--- config.mk ---
export PLATFORM = sky130hd
export DESIGN_NAME = traffic_display
export DESIGN_NICKNAME = d
export VERILOG_FILES = /design/src/rtl/traffic_pkg.sv /design/src/rtl/seg7_decode.sv /design/src/rtl/traffic_display.sv
export SDC_FILE = /design/constraint.sdc
export NUM_CORES = 1
export LEC_CHECK = 0
export BUFFER_PORTS_ARGS = -buffer_cell sky130_fd_sc_hd__buf_2
export CORE_MARGIN = 3
export CORE_UTILIZATION = 50
export DETAILED_ROUTE_END_ITERATION = 10
export GPL_ROUTABILITY_DRIVEN = 0
export PLACE_DENSITY = 0.81
export SYNTH_ARGS = -nofsm -noshare
export SYNTH_HDL_FRONTEND = slang
export SYNTH_SLANG_ARGS = --single-unit
--- constraint.sdc ---
create_clock -name clk -period 3.2 [get_ports clk]
set_input_delay 0.64 -clock clk [delete_from_list [all_inputs] [get_ports clk]]
set_output_delay 0.64 -clock clk [all_outputs]
set_load 0.03 [all_outputs]
--- src/rtl/traffic_pkg.sv ---
// Shared definitions for the traffic-light display driver.
//   Lamp codes       : one-hot 3-bit green/yellow/red encodings.
//   Fault codes      : cause recorded on the first illegal input.
//   Digit slots      : the four scan positions of the display.
//   Segment patterns : active-low 7-seg constants (bit order g,f,e,d,c,b,a)
//                      plus the full 8-bit blank and fault patterns.
package traffic_pkg;

    localparam logic [2:0] LAMP_GREEN  = 3'b001;
    localparam logic [2:0] LAMP_YELLOW = 3'b010;
    localparam logic [2:0] LAMP_RED    = 3'b100;

    typedef enum logic [1:0] {
        FAULT_NONE     = 2'b00,
        FAULT_ILLEGAL  = 2'b01,
        FAULT_CONFLICT = 2'b10,
        FAULT_RANGE    = 2'b11
    } fault_code_t;

    // Scan slot order: SN count, SN letter, EW count, EW letter.
    typedef enum logic [1:0] {
        DIG_SN_COUNT = 2'd0,
        DIG_SN_LAMP  = 2'd1,
        DIG_EW_COUNT = 2'd2,
        DIG_EW_LAMP  = 2'd3
    } digit_t;

    localparam logic [6:0] SEG_G    = 7'h42;
    localparam logic [6:0] SEG_Y    = 7'h11;
    localparam logic [6:0] SEG_R    = 7'h2F;
    localparam logic [6:0] SEG_DASH = 7'h3F;

    localparam logic [7:0] SEG_BLANK = 8'hFF;  // all segments and dp off
    localparam logic [7:0] SEG_FAULT = 8'h3F;  // dash with dp lit

    function automatic logic [6:0] digit_pattern(input logic [3:0] value);
        case (value)
            4'd0:    return 7'h40;
            4'd1:    return 7'h79;
            4'd2:    return 7'h24;
            4'd3:    return 7'h30;
            4'd4:    return 7'h19;
            4'd5:    return 7'h12;
            4'd6:    return 7'h02;
            4'd7:    return 7'h78;
            4'd8:    return 7'h00;
            4'd9:    return 7'h10;
            default: return SEG_DASH;
        endcase
    endfunction

    function automatic logic [6:0] lamp_letter(input logic [2:0] code);
        case (code)
            LAMP_GREEN:  return SEG_G;
            LAMP_YELLOW: return SEG_Y;
            LAMP_RED:    return SEG_R;
            default:     return SEG_DASH;
        endcase
    endfunction

    function automatic logic lamp_legal(input logic [2:0] code);
        return (code == LAMP_GREEN) || (code == LAMP_YELLOW) || (code == LAMP_RED);
    endfunction

endpackage

--- src/rtl/seg7_decode.sv ---
// Combinational 4-bit value to active-low 7-segment pattern.
//   value   : input  [3:0] digit value; 10..15 render as a dash
//   pattern : output [6:0] segments g,f,e,d,c,b,a (low = lit)
module seg7_decode
    import traffic_pkg::*;
(
    input  logic [3:0] value,
    output logic [6:0] pattern
);

    always_comb begin
        pattern = digit_pattern(value);
    end

endmodule

--- src/rtl/traffic_display.sv ---
// Four-digit multiplexed display for a two-way traffic light controller.
// Shows SN count, SN lamp letter, EW count, EW lamp letter in turn; count
// digits blink while both directions are red; any illegal input latches a
// sticky fault that turns every digit into a dash with dp lit.
//   clk, rst_n  : system clock, asynchronous active-low reset
//   sn_light    : input  [2:0] SN lamp code (001 G, 010 Y, 100 R)
//   ew_light    : input  [2:0] EW lamp code
//   sn_count    : input  [3:0] SN remaining seconds (0..9 legal)
//   ew_count    : input  [3:0] EW remaining seconds (0..9 legal)
//   seg         : output [7:0] active-low segments, bit7 = dp
//   dig_sel     : output [3:0] active-low digit enables
//   fault       : output       sticky fault flag
//   fault_code  : output [1:0] cause of the first fault
module traffic_display
    import traffic_pkg::*;
#(
    parameter int unsigned SCAN_DIV  = 50000,
    parameter int unsigned BLINK_DIV = 250
) (
    input  logic       clk,
    input  logic       rst_n,
    input  logic [2:0] sn_light,
    input  logic [2:0] ew_light,
    input  logic [3:0] sn_count,
    input  logic [3:0] ew_count,
    output logic [7:0] seg,
    output logic [3:0] dig_sel,
    output logic       fault,
    output logic [1:0] fault_code
);

    localparam logic [15:0] SCAN_LAST  = 16'(SCAN_DIV - 1);
    localparam logic [9:0]  BLINK_LAST = 10'(BLINK_DIV - 1);

    logic [15:0] scan_cnt;
    logic [9:0]  blink_cnt;
    logic        blink_phase;
    digit_t      idx_q, idx_d;
    logic [7:0]  seg_q, seg_d;
    logic [3:0]  dig_sel_q, dig_sel_d;
    logic        fault_q;
    fault_code_t fault_code_q, cause;
    logic        scan_tick;
    logic        all_red;
    logic [6:0]  sn_dec, ew_dec;

    seg7_decode u_sn_dec (.value(sn_count), .pattern(sn_dec));
    seg7_decode u_ew_dec (.value(ew_count), .pattern(ew_dec));

    assign scan_tick = (scan_cnt == SCAN_LAST);
    assign all_red   = (sn_light == LAMP_RED) && (ew_light == LAMP_RED);

    // Digit-slot sequencer: next state and display content.
    always_comb begin
        idx_d     = idx_q;
        seg_d     = SEG_BLANK;
        dig_sel_d = ~(4'b0001 << idx_q);

        if (scan_tick) begin
            unique case (idx_q)
                DIG_SN_COUNT: idx_d = DIG_SN_LAMP;
                DIG_SN_LAMP:  idx_d = DIG_EW_COUNT;
                DIG_EW_COUNT: idx_d = DIG_EW_LAMP;
                DIG_EW_LAMP:  idx_d = DIG_SN_COUNT;
            endcase
        end

        unique case (idx_q)
            DIG_SN_COUNT: seg_d = {1'b1, sn_dec};
            DIG_SN_LAMP:  seg_d = {1'b1, lamp_letter(sn_light)};
            DIG_EW_COUNT: seg_d = {1'b1, ew_dec};
            DIG_EW_LAMP:  seg_d = {1'b1, lamp_letter(ew_light)};
        endcase

        // All-red blinks only the numeric digits; letters stay steady.
        if (all_red && blink_phase &&
            ((idx_q == DIG_SN_COUNT) || (idx_q == DIG_EW_COUNT))) begin
            seg_d = SEG_BLANK;
        end

        if (fault_q) begin
            seg_d = SEG_FAULT;
        end
    end

    // Fault classification, highest priority first.
    always_comb begin
        cause = FAULT_NONE;
        if ((sn_light != LAMP_RED) && (ew_light != LAMP_RED)) begin
            cause = FAULT_CONFLICT;
        end else if (!lamp_legal(sn_light) || !lamp_legal(ew_light)) begin
            cause = FAULT_ILLEGAL;
        end else if ((sn_count > 4'd9) || (ew_count > 4'd9)) begin
            cause = FAULT_RANGE;
        end
    end

    always_ff @(posedge clk or negedge rst_n) begin
        if (!rst_n) begin
            scan_cnt     <= '0;
            blink_cnt    <= '0;
            blink_phase  <= 1'b0;
            idx_q        <= DIG_SN_COUNT;
            seg_q        <= SEG_BLANK;
            dig_sel_q    <= 4'hF;
            fault_q      <= 1'b0;
            fault_code_q <= FAULT_NONE;
        end else begin
            idx_q     <= idx_d;
            seg_q     <= seg_d;
            dig_sel_q <= dig_sel_d;

            if (scan_tick) begin
                scan_cnt <= '0;
                if (blink_cnt == BLINK_LAST) begin
                    blink_cnt   <= '0;
                    blink_phase <= ~blink_phase;
                end else begin
                    blink_cnt <= blink_cnt + 10'd1;
                end
            end else begin
                scan_cnt <= scan_cnt + 16'd1;
            end

            // Only the first cause is kept; later faults and recovery are ignored.
            if (!fault_q && (cause != FAULT_NONE)) begin
                fault_q      <= 1'b1;
                fault_code_q <= cause;
            end
        end
    end

    assign seg        = seg_q;
    assign dig_sel    = dig_sel_q;
    assign fault      = fault_q;
    assign fault_code = fault_code_q;

endmodule
-- Word-level counts from Yosys, hierarchy flattened
Memory sizes are Yosys's and may differ from the RTL's.
Index checks and enable logic that the tools add are counted.
- flip-flop bits (word level): 44
- bits in latches: 0
- bits in writable memories: 0
- ROM bits: 224
- output and inout port bits: 15
- memories: 2
- memories (memory ; words ; bits a word ; rd ports ; clocked after memory_dff ; wr ports ; RTL line ; RTL):
    (no name shown) ; 16 ; 7 ; 1 ; 0 ; 0 ; traffic_pkg.sv:37 ; case (value)
    (no name shown) ; 16 ; 7 ; 1 ; 0 ; 0 ; traffic_pkg.sv:37 ;
- $add $sub $neg: 2
- multiply operators: 0
- div/mod/pow operators: 0
- order comparisons: 2
- equality and inequality tests: 13
- shift operators: 1
- multiplexer cells: 11
- bitwise operators: 2
- reduce and logical (&&, ||, !) cells: 18
- operators by type and width (operator ; number):
    case mux 7 bit (3 select lines) ; 2
    case mux 8 bit (4 select lines) ; 1
    adder 16 x 1 -> 16 bit (second input constant) ; 1
    equality test 16 bit (second input constant) ; 1
    2-to-1 mux 16 bit ; 1
    2-to-1 mux 8 bit ; 2
    adder 10 x 1 -> 10 bit (second input constant) ; 1
    equality test 10 x 8 -> 1 bit (second input constant) ; 1
    2-to-1 mux 10 bit ; 1
    > comparator 4 bit (second input constant) ; 2
    case mux 2 bit (4 select lines) ; 1
    logical OR 1 bit ; 7
    equality test 3 x 1 -> 1 bit (second input constant) ; 2
    equality test 3 x 2 -> 1 bit (second input constant) ; 2
    equality test 3 bit (second input constant) ; 2
    2-to-1 mux 2 bit ; 3
    inequality test 3 bit (second input constant) ; 2
    logical AND 1 bit ; 5
    equality test 2 bit (second input constant) ; 2
    NOT 4 bit ; 1
    << shifter 1 x 2 -> 4 bit (first input constant) ; 1
    logical NOT 1 bit ; 3
    equality test 2 x 1 -> 1 bit (second input constant) ; 1
    logical NOT 2 bit ; 1
    other kinds (3) ; 3

-- Longest topological paths before layout
- depth after elaboration: 9
- mapped depth: 7
- depth with buffers taken out: 6

-- By module
From an unflattened synthesis, not the netlist that was laid out.
- cell total of the unflattened synthesis: 291
- area total of the unflattened synthesis: 2767.7 um2
- modules (own cells, without submodules) (module ; instances ; cells an instance ; area each (um2) ; sequential area each (um2)):
    traffic_display ; 1 ; 229 ; 2319.7 ; 1116.1
    seg7_decode ; 2 ; 31 ; 224.0 ; 0.0

-- Worst setup path before layout
No wires, ideal clock.
- path kind: input port to flip-flop
- from: in sn_light[0]
- to: reg fault_q, in the netlist fault
- data arrival time: 1.695 ns
- required time: 3.069 ns
- path slack: 1.373 ns
- stages: 4
- path through: clkbuf_1 -> or3b_1 -> a21boi_0 -> or3_1
- cells in the longest elaborated chain, start to end: 9
- elaborated cells between the ends (all ways): 13
- those cells by class: 4 x eq/ne; 2 x mux; 7 x reduce/logical
- RTL lines (item ; RTL line ; RTL):
    from (decl) ; traffic_display.sv:22 ; input logic [2:0] sn_light,
    equality test 3 x 1 -> 1 bit / equality test 3 x 2 -> 1 bit (equally long branches) ; traffic_pkg.sv:62 ; return (code == LAMP_GREEN) || (code == LAMP_YELLOW) || (code == LAMP_RED);
    logical OR 1 bit (2 in series) ; traffic_pkg.sv:62 ;
    logical NOT 1 bit ; traffic_display.sv:91 ; end else if (!lamp_legal(sn_light) || !lamp_legal(ew_light)) begin
    logical OR 1 bit ; traffic_display.sv:91 ;
    2-to-1 mux 2 bit ; traffic_display.sv:91 ;
    2-to-1 mux 2 bit * ; traffic_display.sv:89 ; if ((sn_light != LAMP_RED) && (ew_light != LAMP_RED)) begin
    nonzero test 2 bit * ; traffic_display.sv:126 ; if (!fault_q && (cause != FAULT_NONE)) begin
    logical AND 1 bit * ; traffic_display.sv:126 ;
    to (signal assigned) ; traffic_display.sv:106 ; fault_q <= 1'b0;
    to (signal assigned) ; traffic_display.sv:127 ; fault_q <= 1'b1;
    to (decl) ; traffic_display.sv:41 ; logic fault_q;
Mark *: on every way between the ends. The rest lies on a longest branch, timed or not.
A chain may end at the register's enable or synchronous reset.

-- Worst setup path in the final report
- from: reg scan_cnt[0]
- to: reg blink_cnt[9]
- cells in the longest elaborated chain, start to end: 1
- RTL lines (item ; RTL line ; RTL):
    from (decl) ; traffic_display.sv:35 ; logic [15:0] scan_cnt;
    from (signal assigned) ; traffic_display.sv:122 ; scan_cnt <= scan_cnt + 16'd1;
    equality test 16 bit ; traffic_display.sv:50 ; assign scan_tick = (scan_cnt == SCAN_LAST);
    to (signal assigned) ; traffic_display.sv:119 ; blink_cnt <= blink_cnt + 10'd1;
    to (decl) ; traffic_display.sv:36 ; logic [9:0] blink_cnt;
No other way between the ends.

==> metrics.yaml <==
netlist_area_um2: 2760
cts_tree: "yes"
ys.flop_type: "dfrtp_1"
drc: 0
slew_headroom: 0.391
grt_pass1_vias: 2038
ys_seq_elements: 44
post_cts_resized: 0
rrSetupSlack_ns: 1.18
critPathMaxFanout: 17
p_per_area_nw_per_um2: 326
leakagePower_uw: 0.00129
dieArea_um2: 6450
netlist-cell-type-count: 56
hold_violations: 0
wire_per_inst_um: 13.9
fp.dieH_um: 80.3
power_switching_uw: 237
yosys.area.top_type: "dfrtp_1"
fin_tns_setup_ns: 0
ios: 31
critPathCaptureType: "register"
nets: 346
cap_violations: 0
fill_cells: 460
fin_skew_ns: 0.00747
synthArstFlopShare: 1.00
rsz0062_at_grt: "no"
routed_wl_mm: 5.32
clk_path_buf_depth: 2
start_util: 0.527
rows: 26
fin_crit_sh: 0.632
die_x_um: 80.3
final-setup-viol-count: 0
vias: 2169
cts.clk_slew.worst_paths_ns: 0.08
core-area_um2: 5240
r2r_end: "blink_cnt[9]"
critPathArrivalTime_ns: 2.21
cts_setup_buffers: 0
avgSynthCellArea_um2: 9.59
seqPwrFrac: 0.568
grt_pass1_wl_mm: 9.28
status: "complete, no violations"
cts_made_buffers: 5
synthTopCellsByArea: "dfrtp_1 (29%), dfstp_2 (11%), ha_1 (8.6%), o21ai_0 (3.8%), xnor2_1 (3.5%)"
clkPwrFrac: 0.337
slew_viol_final: 0
r2r_cells: 5
switching_share: 0.242
synth_warnings: 0
ys_seq_area_frac: 0.404
syn_inst: 288
layout-drive-gt1-share: 0.199
regToRegStartpoint: "scan_cnt[0]"
io_buffers: 30
ant_nets: 0
cp-startpoint: "scan_cnt[0]"
fin_hold_ws_ns: 0.477
grt.overflow.total: 0
mostFrequentLayoutCells: "dfrtp_1 (32), buf_2 (30), inv_1 (21), o21ai_0 (21), ha_1 (19)"
synth-edff-count: 0
synth_nets: 323
antenna_found_initial: 0
dp_hpwl_mm: 4.03
htree_num_levels: 2
synthToLayoutAreaGrowth_pct: 9.15
irDropWorstVdd_mv: 0.172
root_buffer: "clkbuf_8"
fmax_ghz: 0.494
grt_use_total: 0.182
start_kind: "register"
cts-hold-fix-buffers: 0
worstSetupPathType: "register to register"
synth_top_area_share: 0.290
p_int_uw: 745
grt_max_degree: 45
fin_crit_ns: 2.02
power_frac_comb: 0.095
clkLatencyLatePin_ns: 0.30
cts.sinks: 44
p_total_uw: 983
tightest_slew_ns: 0.913
initialDrtViolationCount: 169
crit_path_end: "blink_cnt[9]"
via_per_inst: 5.68
dr.pass1.iters: 4
final_common_cell: "dfrtp_1"
cp.required_ns: 3.38
hold_path_class: "input pin to asynchronous set/reset pin"
diodes: 0
[cell families (layout without fill, tap and decap cells)]
| group | Yosys count | after routing | synth area share |
|---|---|---|---|
| AOI/OAI and AO/OA | 70 | 70 | 0.163 |
| buffers and inverters | 35 | 59 | 0.0526 |
| xor gates and xnor gates | 18 | 18 | 0.0571 |
| adders and majority gates | 19 | 19 | 0.0861 |
| DFF | 44 | 44 | 0.404 |
| muxes | 6 | 6 | 0.0245 |
| and+or+nand+nor | 96 | 96 | 0.213 |
[worst max-delay path, stage by stage, from the launching register on]
cell,delay (ns)
dfrtp_1,0.39
ha_1,0.22
nand3_1,0.13
and4b_1,0.69
nand4_4,0.15
mux2_4,0.32
[worst min-delay path by stage]
stage	startpoint	to	slack (ns)	depth (start not counted)
finish	rst_n	scan_cnt[2]	0.48	1
global route	scan_cnt[15]	scan_cnt[15]	0.50	1
CTS	scan_cnt[15]	scan_cnt[15]	0.49	1
detailed placement	scan_cnt[0]	scan_cnt[0]	0.48	1
global placement	scan_cnt[15]	scan_cnt[15]	0.46	1
floorplan	rst_n	blink_cnt[0]	0.34	0
[cell usage after synthesis (2+ instances only)]
library cell and instances:
a31oi_1 5, nand2b_1 5, nand4_1 7, o311ai_1 2
nor3_1 2, xnor2_1 11, nand2_1 17, nor4_1 3
mux2i_1 3, nor3b_1 7, inv_1 21, o22ai_1 3
or3_1 3, o2111a_1 2, mux2_2 2, clkbuf_1 8
nand3_1 14, a21oi_1 15, xor2_1 7, o21ai_0 21
o221ai_1 3, and3_1 5, buf_2 5, or2_2 3
ha_1 19, nor2_1 16, dfstp_2 12, o31ai_1 2
nor4b_2 2, dfrtp_1 32, o21a_1 5, o21bai_1 2
[state kept, by name, summed over array words and instances, names as in the netlist]
register and flops:
scan_cnt 16, seg 8, dig_sel 4, blink_phase 1, fault 1, blink_cnt 10
fault_code 2, idx_q 2
[power groups by stage]
stage	clock (uW)	sequential (uW)	combinational (uW)
floorplan	0	572	55.6
global placement	0	569	90.6
detailed placement	0	569	92.8
CTS	340	559	93.4
global route	366	559	106
finish	331	559	93.0
[area by class of cell]
| class | count | area (um2) | share of cell area |
|---|---|---|---|
| multi-input cells | 209 | 1500 | 0.498 |
| flip-flops and latches | 44 | 1120 | 0.370 |
| repair buffers | 30 | 150 | 0.0498 |
| well taps | 70 | 87.6 | 0.0291 |
| inverters | 21 | 78.8 | 0.0262 |
| clock buffers | 7 | 76.3 | 0.0253 |
| clock inverters | 1 | 5.00 | 0.00166 |
[metal layers]
metal  wire [um]  track usage  up-vias
li1            -            -     1068
met2        2400        0.283       58
met5           0            0        -
met1        2530        0.256     1036
met3         317       0.0325        7
met4          73       0.0625        0
[through the flow]
step	worst slack [ns]	utilization	instances	instance area [um2]
final	1.18	0.575	382	3010
after global routing	0.971	0.575	382	3010
after CTS	1.16	0.575	382	3010
after detailed placement	1.09	0.560	374	2930
after global placement	1.15	0.560	374	2930
after floorplan	1.37	-	288	2760
No activity file was read; power rests on OpenSTA's default activity.
